### config.mk
export PLATFORM = sky130hd
export DESIGN_NAME = rf_wb_arbiter_flat
export DESIGN_NICKNAME = d
export VERILOG_FILES = /design/src/rtl/rf_wb_arbiter_if.sv /design/src/rtl/rf_wb_arbiter.sv /design/src/flat_wrapper.sv
export SDC_FILE = /design/constraint.sdc
export NUM_CORES = 1
export LEC_CHECK = 0
export ABC_AREA = 1
export ABC_CLOCK_PERIOD_IN_PS = 5300
export BUFFER_PORTS_ARGS = -buffer_cell sky130_fd_sc_hd__buf_2
export CAP_MARGIN = 20
export CORE_AREA = 4 4 164 166
export CTS_BUF_LIST = sky130_fd_sc_hd__clkbuf_8
export CTS_CLUSTER_DIAMETER = 80
export DETAILED_ROUTE_END_ITERATION = 10
export DIE_AREA = 0 0 168 170
export PLACE_DENSITY = 0.56
export SYNTH_ARGS = -nofsm -noshare
export SYNTH_HDL_FRONTEND = slang
export SYNTH_SLANG_ARGS = --single-unit
### constraint.sdc
create_clock -name clk -period 5.3 [get_ports clk]
set_clock_uncertainty 0.15 [all_clocks]
set_input_delay 0.53 -clock clk [delete_from_list [all_inputs] [get_ports clk]]
set_output_delay 0.53 -clock clk [all_outputs]
set_load 0.02 [all_outputs]
### src/rtl/rf_wb_arbiter_if.sv
// Writeback bus between the requesting units, the register-file write port and the
// operand forwarding lookup.
interface rf_wb_arbiter_if #(
  parameter int unsigned DATA_WIDTH = 64,
  parameter int unsigned NUM_REQ    = 3
);
  localparam int unsigned IdxW = $clog2(NUM_REQ);

  logic [NUM_REQ-1:0]            req_valid;
  logic [NUM_REQ-1:0]            req_ready;
  logic [NUM_REQ*5-1:0]          req_addr;
  logic [NUM_REQ*DATA_WIDTH-1:0] req_data;
  logic                          stall;
  logic                          w_ena;
  logic [4:0]                    w_addr;
  logic [DATA_WIDTH-1:0]         w_data;
  logic [4:0]                    q_addr1;
  logic [4:0]                    q_addr2;
  logic                          q_hit1;
  logic                          q_hit2;
  logic [DATA_WIDTH-1:0]         q_data1;
  logic [DATA_WIDTH-1:0]         q_data2;
  logic [IdxW-1:0]               grant_idx;

  // Environment side: requesters, stall source, register file and operand readers.
  modport master (
    output req_valid, req_addr, req_data, stall, q_addr1, q_addr2,
    input  req_ready, w_ena, w_addr, w_data, q_hit1, q_hit2, q_data1, q_data2, grant_idx
  );

  // Arbiter side.
  modport slave (
    input  req_valid, req_addr, req_data, stall, q_addr1, q_addr2,
    output req_ready, w_ena, w_addr, w_data, q_hit1, q_hit2, q_data1, q_data2, grant_idx
  );
endinterface

### src/rtl/rf_wb_arbiter.sv
// Round-robin arbiter sharing the register-file write port between writeback units,
// with a one-entry write stage and forwarding lookup for the staged write.
module rf_wb_arbiter #(
  parameter int unsigned DATA_WIDTH = 64,
  parameter int unsigned NUM_REQ    = 3
) (
  input logic           clk,
  input logic           rst,
  rf_wb_arbiter_if.slave bus
);
  localparam int unsigned IdxW = $clog2(NUM_REQ);

  logic [IdxW-1:0]       rr_q, rr_d;
  logic [IdxW-1:0]       gnt_q, gnt_d;
  logic                  w_ena_q, w_ena_d;
  logic [4:0]            w_addr_q, w_addr_d;
  logic [DATA_WIDTH-1:0] w_data_q, w_data_d;

  logic                  found;
  logic [IdxW-1:0]       win;
  logic [IdxW-1:0]       cand;
  logic [4:0]            win_addr;
  logic [DATA_WIDTH-1:0] win_data;

  // Scan from rr_q upward (wrapping); first valid requester wins.
  always_comb begin
    found         = 1'b0;
    win           = '0;
    cand          = '0;
    bus.req_ready = '0;
    if (!rst && !bus.stall) begin
      for (int unsigned k = 0; k < NUM_REQ; k++) begin
        cand = IdxW'((32'(rr_q) + k) % NUM_REQ);
        if (!found && bus.req_valid[cand]) begin
          found = 1'b1;
          win   = cand;
        end
      end
    end
    bus.req_ready[win] = found;
  end

  assign win_addr = bus.req_addr[32'(win) * 5 +: 5];
  assign win_data = bus.req_data[32'(win) * DATA_WIDTH +: DATA_WIDTH];

  always_comb begin
    rr_d     = rr_q;
    gnt_d    = gnt_q;
    w_addr_d = w_addr_q;
    w_data_d = w_data_q;
    w_ena_d  = 1'b0;
    if (found) begin
      rr_d     = (win == IdxW'(NUM_REQ - 1)) ? '0 : win + 1'b1;
      gnt_d    = win;
      w_addr_d = win_addr;
      w_data_d = win_data;
      // x0 writes are consumed but never enabled.
      w_ena_d  = (win_addr != 5'd0);
    end
  end

  always_ff @(posedge clk) begin
    if (rst) begin
      rr_q     <= '0;
      gnt_q    <= '0;
      w_ena_q  <= 1'b0;
      w_addr_q <= '0;
      w_data_q <= '0;
    end else begin
      rr_q     <= rr_d;
      gnt_q    <= gnt_d;
      w_ena_q  <= w_ena_d;
      w_addr_q <= w_addr_d;
      w_data_q <= w_data_d;
    end
  end

  assign bus.w_ena     = w_ena_q;
  assign bus.w_addr    = w_addr_q;
  assign bus.w_data    = w_data_q;
  assign bus.grant_idx = gnt_q;

  assign bus.q_hit1  = w_ena_q && (w_addr_q == bus.q_addr1) && (bus.q_addr1 != 5'd0);
  assign bus.q_hit2  = w_ena_q && (w_addr_q == bus.q_addr2) && (bus.q_addr2 != 5'd0);
  assign bus.q_data1 = bus.q_hit1 ? w_data_q : '0;
  assign bus.q_data2 = bus.q_hit2 ? w_data_q : '0;
endmodule

### src/flat_wrapper.sv
// flat-port wrapper written by rule: the top's interface ports become plain ports
module rf_wb_arbiter_flat 
#(
  parameter int unsigned DATA_WIDTH = 64,
  parameter int unsigned NUM_REQ    = 3
)
  (clk, rst, bus_req_valid, bus_req_addr, bus_req_data, bus_stall, bus_q_addr1, bus_q_addr2, bus_req_ready, bus_w_ena, bus_w_addr, bus_w_data, bus_q_hit1, bus_q_hit2, bus_q_data1, bus_q_data2, bus_grant_idx);
  rf_wb_arbiter_if #(.DATA_WIDTH(DATA_WIDTH), .NUM_REQ(NUM_REQ)) bus_i ();
  input logic clk;
  input logic rst;
  input wire logic [$bits(bus_i.req_valid)-1:0] bus_req_valid;
  input wire logic [$bits(bus_i.req_addr)-1:0] bus_req_addr;
  input wire logic [$bits(bus_i.req_data)-1:0] bus_req_data;
  input wire logic [$bits(bus_i.stall)-1:0] bus_stall;
  input wire logic [$bits(bus_i.q_addr1)-1:0] bus_q_addr1;
  input wire logic [$bits(bus_i.q_addr2)-1:0] bus_q_addr2;
  output wire logic [$bits(bus_i.req_ready)-1:0] bus_req_ready;
  output wire logic [$bits(bus_i.w_ena)-1:0] bus_w_ena;
  output wire logic [$bits(bus_i.w_addr)-1:0] bus_w_addr;
  output wire logic [$bits(bus_i.w_data)-1:0] bus_w_data;
  output wire logic [$bits(bus_i.q_hit1)-1:0] bus_q_hit1;
  output wire logic [$bits(bus_i.q_hit2)-1:0] bus_q_hit2;
  output wire logic [$bits(bus_i.q_data1)-1:0] bus_q_data1;
  output wire logic [$bits(bus_i.q_data2)-1:0] bus_q_data2;
  output wire logic [$bits(bus_i.grant_idx)-1:0] bus_grant_idx;
  assign bus_i.req_valid = bus_req_valid;
  assign bus_i.req_addr = bus_req_addr;
  assign bus_i.req_data = bus_req_data;
  assign bus_i.stall = bus_stall;
  assign bus_i.q_addr1 = bus_q_addr1;
  assign bus_i.q_addr2 = bus_q_addr2;
  assign bus_req_ready = bus_i.req_ready;
  assign bus_w_ena = bus_i.w_ena;
  assign bus_w_addr = bus_i.w_addr;
  assign bus_w_data = bus_i.w_data;
  assign bus_q_hit1 = bus_i.q_hit1;
  assign bus_q_hit2 = bus_i.q_hit2;
  assign bus_q_data1 = bus_i.q_data1;
  assign bus_q_data2 = bus_i.q_data2;
  assign bus_grant_idx = bus_i.grant_idx;
  rf_wb_arbiter #(.DATA_WIDTH(DATA_WIDTH), .NUM_REQ(NUM_REQ)) u_core (.clk(clk), .rst(rst), .bus(bus_i));
endmodule
# After elaboration in Yosys (flattened, before gate mapping)
# Cells that the tools add are included.
dict set report word_totals {
  register_bits 74
  elab_cells 61
  out_inout_bits 205
}
dict set report classes {
  n_eq_ne 3
  bitwise_logic 2
  shifts 2
  n_lt_le_gt_ge 5
  reduce_logical 16
  div 3
  addsub 3
  muxes 21
  multipliers 1
}
# operator count
set ops {}
lappend ops {{variable part select 192 x 9 -> 64 bit} 1}
lappend ops {{two-way mux 64 bit} 2}
lappend ops {{modulo 32 x 2 -> 32 bit (second input constant)} 2}
lappend ops {{modulo 2 x 2 -> 32 bit (second input constant)} 1}
lappend ops {{nonzero test 5 bit} 3}
lappend ops {{variable part select 15 x 6 -> 5 bit} 1}
lappend ops {{less-than comparator 2 x 3 -> 1 bit (second input constant)} 4}
lappend ops {{equality test 5 bit} 2}
lappend ops {{two-way mux 1 bit} 10}
lappend ops {{two-way mux 2 bit} 5}
lappend ops {{logical AND 1 bit} 8}
lappend ops {{binary-select mux 1 bit (select 2 bit)} 3}
lappend ops {{multiplier 2 x 3 -> 5 bit (second input constant)} 1}
lappend ops {{logical NOT 1 bit} 4}
lappend ops {{adder 2 x 1 -> 3 bit (second input constant)} 1}
lappend ops {{adder 2 x 2 -> 3 bit (second input constant)} 1}
lappend ops {{AND 3 bit} 1}
lappend ops {{adder 2 x 1 -> 2 bit (second input constant)} 1}
lappend ops {{demux 1 bit (select 2 bit)} 1}
lappend ops {{equality test 2 bit (second input constant)} 1}
lappend ops {{>= comparator 2 x 1 -> 1 bit (second input constant)} 1}
lappend ops {{OR reduction 2 bit} 1}
lappend ops {{inverter 1 bit} 1}

# Longest topological paths before layout
dict set report depth {
  word_depth 18
  ltp_mapped 17
  depth_no_buf 16
}

# Least setup slack after synthesis
# Ideal clock, no wire load.
dict set report synth_timing {
  kind {register -> output}
  start {register u_core.rr_q[0]}
  end {output bus_req_ready[0]}
  path_stages_with_launch 14
  path_buffers 2
  path_slack_ps 2653
  t_arrival_ps 1967
  cell_sequence {dfxtp_1 -> inv_1 -> ha_1 -> inv_1 -> nand3_1 -> nand2_1 -> nand4_1 -> nand3_4 -> inv_4 -> nor2_4 -> buf_6 -> buf_6 -> nand2_1 -> inv_1}
}
dict set report synth_via {
  elab_chain_cells 18
  word_cells_on_any_way 31
}
# item line_no
set synth_rtl {}
lappend synth_rtl {{start: declaration} rf_wb_arbiter.sv:13} ;# logic [IdxW-1:0] rr_q, rr_d;
lappend synth_rtl {{start signal: assignment} rf_wb_arbiter.sv:70} ;# rr_q <= rr_d;
lappend synth_rtl {{parallel branches: the longest is 17 deep, another holds modulo 32 x 2 -> 32 bit} n/a}
lappend synth_rtl {{AND 3 bit (no line) (*)} n/a}
lappend synth_rtl {{end: declaration} flat_wrapper.sv:17} ;# output wire logic [$bits(bus_i.req_ready)-1:0] bus_req_ready;
# Mark *: on every way between the ends. The select of a mux whose other input is x is not followed.

# Worst setup path in the final report
# Same ends and word-level chain as after synthesis.

==> impl_metrics.tcl <==
set metrics [dict create \
    outcome "complete, no violations" \
    initial_core_util_pct 19.4 \
    postCtsSetupRepairBufs 0 \
    drt_iter0_markers 344 \
    ff2ff_path_depth 12 \
    area_delta_synth_final_pct 50.7 \
    synth.most_common_cell "nand2_1" \
    cp_slowest_stage_delay_ps 630 \
    rr_startpoint "u_core.rr_q[0]" \
    row_count 59 \
    power_leakage_nw 3.53 \
    synth_top_area_share_pct 29.8 \
    final.min_clock_period_ps 3990 \
    worst_path_most_repeated_cell "inv_1" \
    clockBufferDepth 2 \
    nets 1387 \
    crit_required_ps 4620 \
    antenna_cells 0 \
    wl_per_cell_um 15.7 \
    hold_path_class "primary input to register" \
    async_reset_ff_share_pct 0 \
    tns_ps 0 \
    drc 0 \
    yosys_most_used_dff "dfxtp_1" \
    grt.overflow.total 0 \
    cp_data_arrival_time_ps 3310 \
    dp_hpwl_um 17800 \
    via_per_inst 4.44 \
    syn_area_per_cell_um2 6.44 \
    placedCellCount 1486 \
    instances_no_fill 1502 \
    drv_slew 0 \
    ant_nets 0 \
    power_w 0.00167 \
    crit_type "register to output port" \
    die_h_um 170 \
    cp-end-kind "output port" \
    place_congestion 0.854 \
    antenna_found_initial 0 \
    rsz0062_at_grt "false" \
    synth_edf_count 0 \
    synth_nets 997 \
    wl_um 23600 \
    min_path_cells 3 \
    port_buffers 427 \
    max_freq_mhz 251 \
    path_buf_inv 6 \
    netlist_top_cells_area "dfxtp_1, nand2_1, nor2_1" \
    cts_buffers 9 \
    dr.pass1.iters 5 \
    rr_endpoint "u_core.bus.w_data[30]" \
    critical_path.cell_chain "inv_1 -> ha_1 -> inv_1 -> nand3_1 -> nand2_1 -> nand4_1 -> nand3_4 -> inv_4 -> nor2_4 -> buf_4 -> nand2_1 -> inv_1 -> buf_2" \
    setup_viol 0 \
    grt_pass1_vias 6660 \
    syn_inst 772 \
    ir_drop_uv 83.1 \
    cts_tree "yes" \
    finalCritPeriodShare_pct 75.3 \
    drive_gt1_share_pct 39.9 \
    startpoint_type "register" \
    cts_hold_buf 0 \
    yosysWarnings 0 \
    slew_headroom_pct 41.5 \
    ys_types 35 \
    grt_usage_pct 15.4 \
    fin_util_pct 29.2 \
    clock_sink_count 74 \
    maxCapViolations 0 \
    root_buffer "clkbuf_8" \
    grt_max_degree 74 \
    hold_violations 0 \
    cts-htree-levels 3 \
    worstMarginPinSlew_ps 877 \
    ys_ff_latch 74 \
    cts-resized-gates 0 \
    holdPathEnd "u_core.bus.w_data[47]" \
    synth_common_cells "nand2_1, nor2_1, inv_1, dfxtp_1, a31oi_1" \
    ios 428 \
    regToRegSetupSlack_ps 1660 \
    worstPathMaxFanout 70 \
    clk_pin_slew_ps 100 \
    min_from "bus_req_data[175]" \
    grt_pass1_wl_um 35400 \
    vias 6672 \
    power_density_nw_per_um2 223 \
    die_w_um 168 \
    netlist_area_um2 4970 \
    core_area_um2 25600 \
    synth_area_leader_cell "dfxtp_1" \
    worst_skew_pair.late_latency_ps 350 \
    die_area_um2 28600 \
    ys_seq_area_share_pct 29.8 \
    path_delay_family "buffers and inverters" \
    cp_slowest_cell "buf_4" \
]
## cells by family after synthesis
family / count (synthesis) / synth area share, %
simple gates: 397 / 35.3
flops: 74 / 29.8
compound gates: 146 / 20.2
xor+xnor: 4 / 0.705
fa+ha+maj: 2 / 0.503
buf+inv: 149 / 13.4
## stage by stage
stage                     cell area (um^2)  hold slack, ps  worst slack (ps)
after floorplan                       4970             312              2650
after global placement                7270             305              1690
after detailed placement              7270             308              1570
after CTS                             7490             240              1220
after global routing                  7490             242               956
final                                 7490             276              1310
## flip-flops by register name, indices dropped and copies added (netlist names)
signal and count:
u_core.bus.w_data 64, u_core.rr_q 2, u_core.bus.w_ena 1, u_core.bus.grant_idx 2, u_core.bus.w_addr 5
## cell usage in the layout, fill, tap and decap left out, types with 6 or more instances in the layout
master	n
a21oi_1	6
a31oi_1	65
buf_2	427
buf_4	7
clkbuf_8	9
dfxtp_1	74
inv_1	86
inv_2	6
nand2_1	167
nand3_1	12
nand4_1	10
nor2_1	134
o211ai_1	64
or2_0	13
or2_1	51
## per-layer routing
metal,vias up,track usage (%),routed length (um)
met1,3001,18.1,9570
met3,41,3.60,1790
met2,337,27.0,11500
met4,0,6.18,759
met5,-,0,0
li1,3293,-,-
## worst max path at each step
stage	start	cells past startpoint	slack (ps)	end
floorplan	u_core.rr_q[0]	13	2650	bus_req_ready[0]
global placement	bus_stall	9	1690	bus_req_ready[0]
detailed placement	bus_stall	7	1570	u_core.bus.w_data[30]
CTS	u_core.rr_q[0]	13	1220	bus_req_ready[0]
global route	u_core.rr_q[0]	13	960	bus_req_ready[0]
finish	u_core.rr_q[0]	13	1310	bus_req_ready[0]
## report_power, final
group          leakage, nW  total [W]  switching [W]  internal, W
Combinational         2.82   0.000505       0.000319     0.000186
Sequential           0.605   0.000657      0.0000481     0.000609
Clock                0.105   0.000506       0.000241     0.000264
## final cells by class
class | count | area (um^2)
Sequential cell | 74 | 1480
Clock inverter | 7 | 93.8
Inverter | 94 | 355
Clock buffer | 9 | 124
Tap cell | 335 | 419
Fill cell | 2931 | 18100
Multi-Input combinational cell | 549 | 2830
Timing Repair Buffer | 434 | 2190
## worst register-to-register path: stages, from the launching register on
cell	delay, ps
dfxtp_1	360
inv_1	50
ha_1	330
inv_1	160
nand3_1	120
nand2_1	140
nand3_2	110
nand2_2	160
nand3_4	410
inv_2	590
buf_4	540
o211ai_1	230
a31oi_1	230
No activity file was read; power rests on OpenSTA's default activity.
